--- config.mk ---
export PLATFORM = sky130hd
export DESIGN_NAME = cnn_train_sequencer
export DESIGN_NICKNAME = d
export VERILOG_FILES = /design/src/rtl/cnn_pkg.sv /design/src/rtl/argmax_unit.sv /design/src/rtl/cnn_train_sequencer.sv
export SDC_FILE = /design/constraint.sdc
export NUM_CORES = 1
export LEC_CHECK = 0
export CAP_MARGIN = 20
export CORE_AREA = 3 3 192 194
export DETAILED_ROUTE_END_ITERATION = 16
export DIE_AREA = 0 0 195 197
export PLACE_DENSITY = 0.7
export REMOVE_ABC_BUFFERS = 1
export SLEW_MARGIN = 25
export SYNTH_ARGS = -nofsm -noshare
export SYNTH_HDL_FRONTEND = slang
export SYNTH_SLANG_ARGS = --single-unit
--- constraint.sdc ---
create_clock -name clk -period 3.7 [get_ports clk]
set_clock_uncertainty 0.2 [all_clocks]
set_input_delay 0.37 -clock clk [delete_from_list [all_inputs] [get_ports clk]]
set_output_delay 0.37 -clock clk [all_outputs]
set_load 0.05 [all_outputs]
--- src/rtl/cnn_pkg.sv ---
// rtl/cnn_pkg.sv - shared state encoding and index-width helper for the CNN training sequencer
package cnn_pkg;

  typedef enum logic [3:0] {
    S_IDLE,
    S_INIT_CONV,
    S_INIT_FCL,
    S_FETCH,
    S_SETTLE,
    S_SM_START,
    S_SM_WAIT,
    S_SCORE,
    S_EPOCH_END,
    S_DONE
  } seq_state_t;

  // One extra bit so a counter can hold the terminal value n itself
  function automatic int idx_w(input int n);
    return $clog2(n) + 1;
  endfunction

endpackage

--- src/rtl/argmax_unit.sv ---
// rtl/argmax_unit.sv - combinational signed argmax over logits, lowest index wins on ties
module argmax_unit #(
  parameter int WIDTH       = 32,
  parameter int NUM_CLASSES = 10
) (
  input  logic signed [WIDTH-1:0]         logits [NUM_CLASSES],
  output logic [$clog2(NUM_CLASSES)-1:0]  max_idx
);

  localparam int CW = $clog2(NUM_CLASSES);

  logic signed [WIDTH-1:0] max_val;

  // Strict greater-than keeps the earlier index on equal values
  always_comb begin
    max_val = logits[0];
    max_idx = '0;
    for (int i = 1; i < NUM_CLASSES; i++) begin
      if (logits[i] > max_val) begin
        max_val = logits[i];
        max_idx = CW'(i);
      end
    end
  end

endmodule

--- src/rtl/cnn_train_sequencer.sv ---
// rtl/cnn_train_sequencer.sv - control sequencer for weight init, image fetch, softmax handshake, scoring and epoch bookkeeping
module cnn_train_sequencer
  import cnn_pkg::*;
#(
  parameter int WIDTH         = 32,
  parameter int NUM_CLASSES   = 10,
  parameter int CHANNELS      = 10,
  parameter int FCL_ROWS      = 1691,
  parameter int NUM_IMAGES    = 10000,
  parameter int NUM_EPOCHS    = 1,
  parameter int BATCH_SIZE    = 1,
  parameter int SETTLE_CYCLES = 1
) (
  input  logic                                clk,
  input  logic                                reset,
  input  logic                                start,
  input  logic                                skip_init,
  input  logic                                abort,
  input  logic                                train_mode,
  input  logic                                img_valid,
  output logic                                img_ready,
  input  logic [$clog2(NUM_CLASSES)-1:0]      img_label,
  input  logic signed [WIDTH-1:0]             logits [NUM_CLASSES],
  output logic                                softmax_start,
  input  logic                                softmax_busy,
  input  logic                                softmax_done,
  output logic                                conv_init_we,
  output logic [idx_w(CHANNELS)-1:0]          conv_init_idx,
  output logic                                fcl_init_we,
  output logic [idx_w(FCL_ROWS)-1:0]          fcl_init_idx,
  output logic                                grad_accum_en,
  output logic                                weight_commit,
  output logic                                pred_valid,
  output logic [$clog2(NUM_CLASSES)-1:0]      pred_class,
  output logic                                pred_correct,
  output logic [idx_w(NUM_IMAGES)-1:0]        image_index,
  output logic [idx_w(NUM_EPOCHS)-1:0]        epoch,
  output logic [idx_w(NUM_IMAGES)-1:0]        correct_count,
  output logic                                epoch_done,
  output logic [idx_w(NUM_IMAGES)-1:0]        epoch_correct,
  output logic                                busy,
  output logic                                done
);

  localparam int LW = $clog2(NUM_CLASSES);
  localparam int CW = idx_w(CHANNELS);
  localparam int FW = idx_w(FCL_ROWS);
  localparam int IW = (CW > FW) ? CW : FW;
  localparam int NW = idx_w(NUM_IMAGES);
  localparam int EW = idx_w(NUM_EPOCHS);
  localparam int BW = idx_w(BATCH_SIZE);
  localparam int SW = idx_w(SETTLE_CYCLES);

  seq_state_t    state, next_state;
  logic [IW-1:0] init_cnt;
  logic [SW-1:0] settle_cnt;
  logic [BW-1:0] batch_cnt;
  logic [LW-1:0] label_q;
  logic [LW-1:0] argmax_class;
  logic          train_q;
  logic          last_image, batch_full, last_epoch, is_correct, run_start;

  argmax_unit #(.WIDTH(WIDTH), .NUM_CLASSES(NUM_CLASSES)) u_argmax (
    .logits  (logits),
    .max_idx (argmax_class)
  );

  assign last_image = (image_index == NW'(NUM_IMAGES - 1));
  assign batch_full = (batch_cnt == BW'(BATCH_SIZE - 1));
  assign last_epoch = (epoch == EW'(NUM_EPOCHS - 1));
  assign is_correct = (argmax_class == label_q);
  assign run_start  = start && ((state == S_IDLE) || (state == S_DONE));

  assign busy          = (state != S_IDLE) && (state != S_DONE);
  assign done          = (state == S_DONE);
  assign conv_init_idx = (state == S_INIT_CONV) ? CW'(init_cnt) : '0;
  assign fcl_init_idx  = (state == S_INIT_FCL) ? FW'(init_cnt) : '0;

  always_ff @(posedge clk or posedge reset) begin
    if (reset) state <= S_IDLE;
    else       state <= next_state;
  end

  always_comb begin
    next_state    = state;
    conv_init_we  = 1'b0;
    fcl_init_we   = 1'b0;
    softmax_start = 1'b0;
    grad_accum_en = 1'b0;
    weight_commit = 1'b0;
    epoch_done    = 1'b0;
    case (state)
      S_IDLE, S_DONE: if (start) next_state = skip_init ? S_FETCH : S_INIT_CONV;
      S_INIT_CONV: begin
        conv_init_we = 1'b1;
        if (init_cnt == IW'(CHANNELS - 1)) next_state = S_INIT_FCL;
      end
      S_INIT_FCL: begin
        fcl_init_we = 1'b1;
        if (init_cnt == IW'(FCL_ROWS - 1)) next_state = S_FETCH;
      end
      S_FETCH:    if (img_valid && img_ready) next_state = S_SETTLE;
      S_SETTLE:   if (settle_cnt == '0) next_state = S_SM_START;
      S_SM_START: begin
        if (!softmax_busy) begin
          softmax_start = 1'b1;
          next_state    = S_SM_WAIT;
        end
      end
      S_SM_WAIT:  if (softmax_done) next_state = S_SCORE;
      S_SCORE: begin
        grad_accum_en = train_q;
        weight_commit = train_q && (batch_full || last_image);
        next_state    = last_image ? S_EPOCH_END : S_FETCH;
      end
      S_EPOCH_END: begin
        epoch_done = 1'b1;
        next_state = last_epoch ? S_DONE : S_FETCH;
      end
      default: next_state = S_IDLE;
    endcase
    // Abort overrides everything, including pulses due this cycle
    if (abort) begin
      next_state    = S_IDLE;
      conv_init_we  = 1'b0;
      fcl_init_we   = 1'b0;
      softmax_start = 1'b0;
      grad_accum_en = 1'b0;
      weight_commit = 1'b0;
      epoch_done    = 1'b0;
    end
  end

  always_ff @(posedge clk or posedge reset) begin
    if (reset) begin
      img_ready     <= 1'b0;
      pred_valid    <= 1'b0;
      pred_class    <= '0;
      pred_correct  <= 1'b0;
      init_cnt      <= '0;
      settle_cnt    <= '0;
      batch_cnt     <= '0;
      label_q       <= '0;
      train_q       <= 1'b0;
      image_index   <= '0;
      epoch         <= '0;
      correct_count <= '0;
      epoch_correct <= '0;
    end else begin
      img_ready  <= (next_state == S_FETCH);
      pred_valid <= 1'b0;
      if (abort || run_start) begin
        init_cnt      <= '0;
        settle_cnt    <= '0;
        batch_cnt     <= '0;
        image_index   <= '0;
        epoch         <= '0;
        correct_count <= '0;
      end else begin
        case (state)
          S_INIT_CONV, S_INIT_FCL:
            init_cnt <= (next_state == state) ? init_cnt + IW'(1) : '0;
          S_FETCH: begin
            if (img_valid && img_ready) begin
              label_q    <= img_label;
              train_q    <= train_mode;
              settle_cnt <= SW'(SETTLE_CYCLES - 1);
            end
          end
          S_SETTLE: if (settle_cnt != '0) settle_cnt <= settle_cnt - SW'(1);
          S_SCORE: begin
            pred_valid   <= 1'b1;
            pred_class   <= argmax_class;
            pred_correct <= is_correct;
            image_index  <= image_index + NW'(1);
            if (is_correct) correct_count <= correct_count + NW'(1);
            if (train_q) batch_cnt <= (batch_full || last_image) ? '0 : batch_cnt + BW'(1);
          end
          S_EPOCH_END: begin
            epoch_correct <= correct_count;
            correct_count <= '0;
            image_index   <= '0;
            batch_cnt     <= '0;
            epoch         <= epoch + EW'(1);
          end
          default: ;
        endcase
      end
    end
  end

endmodule

# Word-level counts from Yosys, hierarchy flattened
# Cells that the tools add are included.
# Widths: inputs -> output; s select.
[word_totals]
reg_bits = 76
wordCells = 135
output_inout_bits = 78
inputBits = 333
[classes]
bitwise_logic = 2
add_sub_neg = 6
eq_ne = 19
mux = 64
n_reduce_logical = 21
order_cmp = 9
[ops]
columns = ["cell", "count"]
rows = [
  ["$gt 32x32->1", 9],
  ["$mux 32", 8],
  ["$pmux 15 s2", 2],
  ["$mux 12", 4],
  ["$mux 4", 12],
  ["$mux 15", 3],
  ["$pmux 4 s9", 1],
  ["$add 15x1->15 const B", 2],
  ["$mux 1", 24],
  ["$eq 4x3->1 const B", 4],
  ["$eq 15x14->1 const B", 1],
  ["$add 12x1->12 const B", 1],
  ["$eq 12x11->1 const B", 1],
  ["$eq 12x4->1 const B", 1],
  ["$eq 4x2->1 const B", 3],
  ["$mux 3", 4],
  ["$reduce_and 2->1", 5],
  ["$ne 3x3->1 const B", 3],
  ["$eq 4x4->1", 2],
  ["$eq 4x4->1 const B", 2],
  ["$mux 2", 3],
  ["$reduce_bool 3->1", 2],
  ["$mux 5", 1],
  ["$eq 4x1->1 const B", 1],
  ["other kinds (12)", 22],
]

# Logic depth before layout (Yosys ltp)
# Gate-level depths: netlist of run 1.
[depth]
ltp_word = 22
depth_mapped = 161
mapped_depth_nobuf = 147

# By module
# Synthesis of run 1 repeated with hierarchy kept, for this count alone.
[hier_totals]
cells_unflattened = 2048
area_unflattened_um2 = 15274.6
[by_module_without_submodules]
columns = ["module", "seq_area_each_um2", "area_per_inst_um2", "n_inst", "cells_each"]
rows = [
  ["argmax_unit", 0.0, 11209.5, 1, 1644],
  ["cnn_train_sequencer", 1876.8, 4065.1, 1, 404],
]

# Worst setup path before layout of run 1
# No wires, ideal clock.
[synth_timing]
path_type = "input-to-reg"
startpoint = "in logits[302] (netlist bit)"
endpoint = "reg correct_count[7]"
arrival_time_ps = 27803
n_path_buf = 16
cell_stages = 156
slack_ps = -24381
setup_time_ps = 78
t_required_ps = 3422
cell_sequence = "inv_1 > ha_1 > a21oi_1 > nand2_1 > a221o_1 > o31a_2 > o21ai_1 > clkbuf_1 > clkbuf_1 > mux2i_1 > ha_1 > a21o_1 > a211oi_1 > o21ai_1 > o21ai_0 > o21ai_0 > a211oi_1 > a211o_1 > (+120 left out) > o21ai_0 > nand2b_1 > a21oi_1 > nor2b_1 > o21ai_0 > nand2_1 > a2111oi_0 > nand3_1 > o211ai_1 > and2_0 > clkbuf_1 > nor2b_1 > nand3b_1 > or3_1 > nand3_2 > o211ai_4 > or4_1 > a21oi_1"
[synth_via]
elab_chain_cells = 21
elab_cells_between_ends = 29
classes_between = "9 x order compare; 2 x eq/ne; 17 x mux; 1 x reduce/logical"
[synth_rtl]
columns = ["element", "line_no", "text"]
rows = [
  ["from (decl)", "cnn_train_sequencer.sv:23", "input logic signed [WIDTH-1:0] logits [NUM_CLASSES],"],
  ["$gt 32x32->1", "argmax_unit.sv:19", "if (logits[i] > max_val) begin"],
  ["$mux 32", "argmax_unit.sv:19", ""],
  ["$gt 32x32->1", "argmax_unit.sv:19", ""],
  ["$mux 32", "argmax_unit.sv:19", ""],
  ["$gt 32x32->1", "argmax_unit.sv:19", ""],
  ["$mux 32", "argmax_unit.sv:19", ""],
  ["$gt 32x32->1", "argmax_unit.sv:19", ""],
  ["$mux 32", "argmax_unit.sv:19", ""],
  ["(+5 left out)", "n/a", ""],
  ["$mux 32", "argmax_unit.sv:19", ""],
  ["$gt 32x32->1", "argmax_unit.sv:19", ""],
  ["$mux 32", "argmax_unit.sv:19", ""],
  ["$gt 32x32->1", "argmax_unit.sv:19", ""],
  ["$mux 4 *", "argmax_unit.sv:19", ""],
  ["$eq 4x4->1 *", "cnn_train_sequencer.sv:71", "assign is_correct = (argmax_class == label_q);"],
  ["$ne 3x3->1 (no line) *", "n/a", ""],
  ["$reduce_and 2->1 (no line) *", "n/a", ""],
  ["to (signal assigned)", "cnn_train_sequencer.sv:176", "if (is_correct) correct_count <= correct_count + NW'(1);"],
  ["to (decl)", "cnn_train_sequencer.sv:38", "output logic [idx_w(NUM_IMAGES)-1:0] correct_count,"],
]
# Mark *: on every way between the ends. The rest lies on a longest branch, timed or not.
# A chain may end at the register's enable or synchronous reset.

# Final worst setup path of run 1
[layout_timing]
startpoint = "in logits[261] (netlist bit)"
endpoint = "reg correct_count[11]"
# The elaborated chain is that of the path after synthesis.

==> results of run 1 <==
[area by class of cell]
class,count,area [µm²],area share
diodes,12,30.0,0.00114
clock buffers,10,239,0.00907
clock inverters,6,65.1,0.00247
inverters,182,701,0.0266
multi-input cells,1627,14300,0.541
flip-flops and latches,75,1880,0.0713
well taps,461,577,0.0219
repair buffers,979,8590,0.326
[worst max-delay path by stage]
| stage | endpoint | slack, ns |
|---|---|---|
| 2_1_floorplan | correct_count[7] | -30.89 |
| 3_3_place_gp | correct_count[9] | -23.42 |
| 3_5_place_dp | correct_count[9] | -24.35 |
| 4_1_cts | correct_count[4] | -20.54 |
| 5_1_grt | correct_count[7] | -22.72 |
| 6_report | correct_count[11] | -21.47 |
[cells in the final DEF, fill, tap and decap left out, types with 25 or more instances in the layout]
cell type	n
mux2i_1	36
inv_1	149
ha_4	64
clkdlybuf4s50_1	345
buf_6	40
nor2_1	123
inv_2	25
a21oi_1	84
ha_1	209
mux2_2	72
nor2b_1	43
buf_2	30
nand3_1	36
nand2_1	136
a21o_1	56
nand2b_1	54
o21ai_1	48
nand4_1	59
buf_4	515
and3_1	30
dfrtp_1	75
o21ai_0	108
a21oi_2	72
[layer usage]
| metal | part of all wire | wire length (µm) | global-route usage |
|---|---|---|---|
| met1 | 0.41 | 27300 | 0.397 |
| met3 | 0.054 | 3570 | 0.0379 |
| met5 | 0.00041 | 27 | 0 |
| met2 | 0.49 | 32900 | 0.564 |
| met4 | 0.042 | 2820 | 0.121 |
[through the flow]
stage	cell area, µm²	hold slack (ns)	setup WS [ns]	setup TNS [ns]	instances
detailed placement	22600	0.275	-24.35	-479.28	3197
global placement	22600	0.264	-23.42	-460.69	3197
finish	26300	0.304	-21.47	-422.06	3352
CTS	25300	0.303	-20.54	-403.76	3303
global route	26300	0.330	-22.72	-446.68	3352
floorplan	14500	0.241	-30.89	-609.41	1881
[timing repair]
| item | CTS | global route |
|---|---|---|
| buffers inserted | 85 | 39 |
| setup endpoints to repair | 20 | 20 |
| pin swaps | 224 | 68 |
| gates resized for setup | 604 | 169 |
| gates cloned | 6 | 0 |
[flip-flops by register name, indices dropped and copies added, names as in the netlist]
register	flops
epoch_correct	15
batch_cnt	1
pred_correct	1
correct_count	15
image_index	15
state	4
pred_valid	1
label_q	4
train_q	1
init_cnt	12
img_ready	1
pred_class	4
epoch	1
[worst min-delay path, cell delays in order (launching register included)]
cell,delay [ns]
dfrtp_1,0.36
nand2_1,0.06
nand2_1,0.05
[kinds of logic after synthesis]
family                     Yosys count
DFF                                 75
and+or+nand+nor                    652
buffers and inverters              241
xor gates and xnor gates            25
muxes                              154
AOI/OAI and AO/OA                  511
adders and majority gates          282
[Yosys cell counts, drive strengths merged, types with 17 or more instances]
cell | n | area, µm²
buf | 17 | 75.1
mux2 | 85 | 957
nand3 | 41 | 210
nand2b | 57 | 357
o21ai | 177 | 886
a21o | 56 | 420
clkbuf | 42 | 158
or3 | 17 | 106
a211oi | 17 | 145
inv | 181 | 679
nand2 | 151 | 567
and3 | 34 | 213
mux2i | 69 | 691
nand4 | 59 | 369
ha | 281 | 3520
nor2b | 46 | 295
dfrtp | 75 | 1880
a21oi | 160 | 801
nor2 | 145 | 544
nor3 | 32 | 160
==> impl_metrics.csv, run 1 <==
group,metric,value,unit
detailed_routing,ant_nets,0,
grt,grt_pass1_vias,18914,
timing,finalHoldViolations,0,
timing,min_period,25.17,ns
finish,finish.utilization,0.744,
synthesis,synthSimpleGateAreaFrac,0.230,
floorplanning,die_h,197,µm
floorplanning,die_x,195,µm
grt,antenna_found_initial,14,
finish,nets,3488,
synthesis,synth_seq_cells,75,
grt,grt_pass1_wl,100000,µm
detailed_routing,drc,0,
synthesis,postSynthCellCount,1940,
synthesis,synth_adder_area_share,0.240,
placed_design,hpwlAfterDp,50400,µm
detailed_routing,num_vias,18860,
synthesis,synth_top_family_by_area,"adder cells",
floorplanning,ios,411,
synthesis,async_reset_ff_frac,1.00,
setup_path,crit_slowest_cell,"or4_4",
timing,finalCritPeriodShare,6.80,
placed_design,place.gp.congestion,0.946,
setup_path,crit_path_start,"logits[261]",
placed_design,port-buffer-count,410,
synthesis,synth_compound_area_frac,0.214,
cts,clk_pin_slew,0.06,ns
finish,syn2layout_area_growth,79.1,%
timing,finalSetupViolCount,20,
floorplanning,dieArea,0.0384,mm²
setup_path,cpPeakStageDelay,0.54,ns
timing,worst_slack,-21.47,ns
min_path,min-delay-start,"pred_class[2]",
min_path,min_to,"pred_class[2]",
setup_path,regToRegStartpoint,"init_cnt[2]",
setup_path,path_depth,155,
cts,clock_sinks,75,
synthesis,synthFlopType,"dfrtp_1",
run,maxCapViolations,0,
status,status,"complete, but fails checks",
finish,fill_cells,2581,
timing,worst_slew_pin_slew,0.862,ns
synthesis,syn_avg_cell_area,7.58,µm²
setup_path,cp-start-kind,"input port",
synthesis,synth.distinct_cells,92,
setup_path,ff2ff_setup_slack,0.35,ns
cts,cts.path.max_buffers,2,
detailed_routing,drt_iter0_drc,1166,
setup_path,path_buf_inv,24,
floorplanning,std_cell_rows,69,
timing,fmax,0.0397,GHz
min_path,holdCritPathClass,"flop to flop",
synthesis,ys_seq_area_frac,0.128,
setup_path,cp_top_family,"compound AO/OA/AOI/OAI gates",
timing,slew_viol_final,0,
synthesis,synth_mux_area_frac,0.112,
cts,clock-root-buffer,"clkbuf_16",
floorplanning,initial_core_util,0.416,
cts,cts_made_buffers,9,
cts,tritoncts,"built",
setup_path,cpMostUsedCell,"a21oi_2",
min_path,hold_path_depth,2,
setup_path,crit_fanout,9,
synthesis,syn_area,0.0147,mm²
synthesis,synth_edf_count,0,
cts,cts.htree.levels,3,
setup_path,cp-end-kind,"flop",
timing,rsz0062_at_grt,"true",
synthesis,synth-xor-area-share,0.0149,
floorplanning,core-area,0.0354,mm²
detailed_routing,viasPerCell,5.63,
status,violations,"negative setup slack",
setup_path,rr_worst_depth,12,
grt,grt_max_degree,41,
detailed_routing,dr.pass1.iters,5,
detailed_routing,totalWireLength,66700,µm
detailed_routing,wire_per_inst,19.9,µm
finish,drive_above_1_share,0.380,
setup_path,arrival,25.19,ns
setup_path,regToRegEndpoint,"init_cnt[7]",
cts,clock_latency,0.34,ns
grt,grt_usage,0.318,
cts,ctsHoldBuffers,0,
synthesis,synth-warning-count,0,
timing,relSlewSlack,0.424,
grt,gr-total-overflow,0,
setup_path,worstPathRequired,3.73,ns
setup_path,criticalPathCategory,"input port to flop",
Power of run 1 is not shown: default switching activity piles up to over one toggle a cycle in this logic, so the estimate is an artifact.
==> run 2, diff against run 1 <==
--- a/config.mk
+++ b/config.mk
@@ -9,7 +9,7 @@
 export CORE_AREA = 3 3 192 194
 export DETAILED_ROUTE_END_ITERATION = 16
 export DIE_AREA = 0 0 195 197
-export PLACE_DENSITY = 0.7
+export PLACE_DENSITY = 0.71
 export REMOVE_ABC_BUFFERS = 1
 export SLEW_MARGIN = 25
 export SYNTH_ARGS = -nofsm -noshare
==> run 2 against run 1 <==
  * The flow still finishes with violations (negative setup slack)
  * Global-route usage grew 1.0 points
  * Die area unchanged
  * Worst setup slack worse by 0.52 ns
==> impl_metrics.csv, run 2 (synthesis gave the netlist of run 1 again) <==
group,metric,value,unit
finish,drive_above_1_share,0.393,
timing,finalSetupViolCount,20,
cts,cts_made_buffers,9,
timing,finalHoldViolations,0,
setup_path,crit_end,"correct_count[3]",
finish,final_cell_mix,"buf_4, clkdlybuf4s50_1, ha_1",
cts,ctsHoldBuffers,0,
floorplanning,ios,411,
finish,finalInstanceArea,0.0268,mm²
finish,finalNonFillerCells,3419,
run,maxCapViolations,0,
detailed_routing,drt_iter0_drc,1203,
setup_path,regToRegEndpoint,"init_cnt[5]",
finish,nets,3557,
detailed_routing,num_vias,19458,
placed_design,hpwlAfterDp,49200,µm
floorplanning,core-area,0.0354,mm²
floorplanning,std_cell_rows,69,
status,status,"complete, but fails checks",
finish,final_common_cell,"buf_4",
setup_path,worstPathRequired,3.77,ns
grt,grt_max_degree,76,
setup_path,arrival,25.75,ns
cts,clock_latency,0.34,ns
floorplanning,die_h,197,µm
placed_design,port-buffer-count,410,
timing,fmax,0.0389,GHz
grt,gr-total-overflow,0,
setup_path,crit_path_start,"logits[300]",
finish,multi_input_area,0.0142,mm²
finish,fill_cells,2377,
detailed_routing,viasPerCell,5.69,
cts,cts.htree.levels,3,
timing,finalCritPeriodShare,6.94,
setup_path,regToRegStartpoint,"init_cnt[2]",
placed_design,place.gp.congestion,0.964,
timing,rsz0062_at_grt,"true",
detailed_routing,totalWireLength,69400,µm
detailed_routing,ant_nets,0,
finish,syn2layout_area_growth,82.3,%
cts,clock_sinks,75,
min_path,holdCritPathClass,"input port to async pin",
timing,min_period,25.68,ns
grt,grt_pass1_wl,104000,µm
setup_path,cpMostUsedCell,"buf_4",
setup_path,rr_worst_depth,10,
grt,grt_usage,0.328,
setup_path,crit_slowest_cell,"or4_4",
setup_path,crit_fanout,10,
timing,fin_hold_ws,0.235,ns
detailed_routing,drc,0,
cts,cts.path.max_buffers,2,
setup_path,criticalPathCategory,"input port to flop",
setup_path,cp-end-kind,"flop",
setup_path,cp-start-kind,"input port",
floorplanning,dieArea,0.0384,mm²
grt,grt_pass1_vias,19795,
status,violations,"negative setup slack",
setup_path,cpPeakStageDelay,0.52,ns
cts,clock-root-buffer,"clkbuf_16",
detailed_routing,wire_per_inst,20.3,µm
timing,slew_viol_final,0,
setup_path,ff2ff_setup_slack,0.49,ns
floorplanning,die_x,195,µm
grt,antenna_found_initial,13,
timing,worst_slew_pin_slew,0.699,ns
timing,relSlewSlack,0.522,
floorplanning,initial_core_util,0.416,
placed_design,dpl.cell_count,3187,
placed_design,postPlaceCellArea,0.0225,mm²
cts,clk_pin_slew,0.06,ns
finish,regArea,0.00188,mm²
cts,tritoncts,"built",
finish,reg_top3,"correct_count: 15 flops, epoch_correct: 15 flops, image_index: 15 flops",
timing,worst_slack,-21.98,ns
detailed_routing,dr.pass1.iters,5,
==> run 2: final cells by class <==
| cell class | count | area share |
|---|---|---|
| Antenna cell | 12 | 0.00112 |
| Clock buffer | 10 | 0.00854 |
| Sequential cell | 75 | 0.0700 |
| Clock inverter | 4 | 0.00112 |
| Inverter | 182 | 0.0260 |
| Timing Repair Buffer | 1045 | 0.341 |
| Multi-Input combinational cell | 1630 | 0.530 |
| Tap cell | 461 | 0.0215 |
==> run 2: worst min-delay path by stage <==
stage	startpoint	to	cells past startpoint
floorplan	abort	state[2]	1
global placement	pred_class[2]	pred_class[2]	2
detailed placement	pred_class[2]	pred_class[2]	2
CTS	reset	epoch_correct[11]	3
global route	reset	epoch_correct[11]	3
finish	reset	epoch_correct[11]	3
==> run 2: critical path: cells and delay by family <==
| kind | cells | cell delay, ns |
|---|---|---|
| AO/OA/AOI/OAI | 56 | 9.41 |
| buffers and inverters | 64 | 8.20 |
| AND/OR/NAND/NOR | 32 | 4.68 |
| adder cells (fa/ha/maj) | 7 | 1.57 |
| multiplexers | 5 | 1.41 |
==> run 2: metal layers <==
layer,share of wire,vias up,track usage
li1,-,9107,-
met1,0.40,9174,0.398
met2,0.48,919,0.574
met3,0.062,254,0.0426
met4,0.059,4,0.163
met5,0.00030,-,0
==> run 2: per-stage QoR <==
step | TNS, ns | util | setup WS, ns
after CTS | -401.75 | 0.730 | -20.45
after global routing | -452.97 | 0.757 | -23.06
final | -431.19 | 0.758 | -21.98
after global placement | -457.71 | 0.636 | -23.23
after detailed placement | -473.24 | 0.636 | -24.03
after floorplan | -609.41 | - | -30.89
==> run 2: repair_timing <==
action / 4_1_cts / 5_1_grt
pin swaps: 225 / 95
endpoints found under the setup margin: 20 / 20
gates cloned: 12 / 1
gates resized for setup: 646 / 157
setup buffers: 157 / 40
Power of run 2 is left out for the same reason.
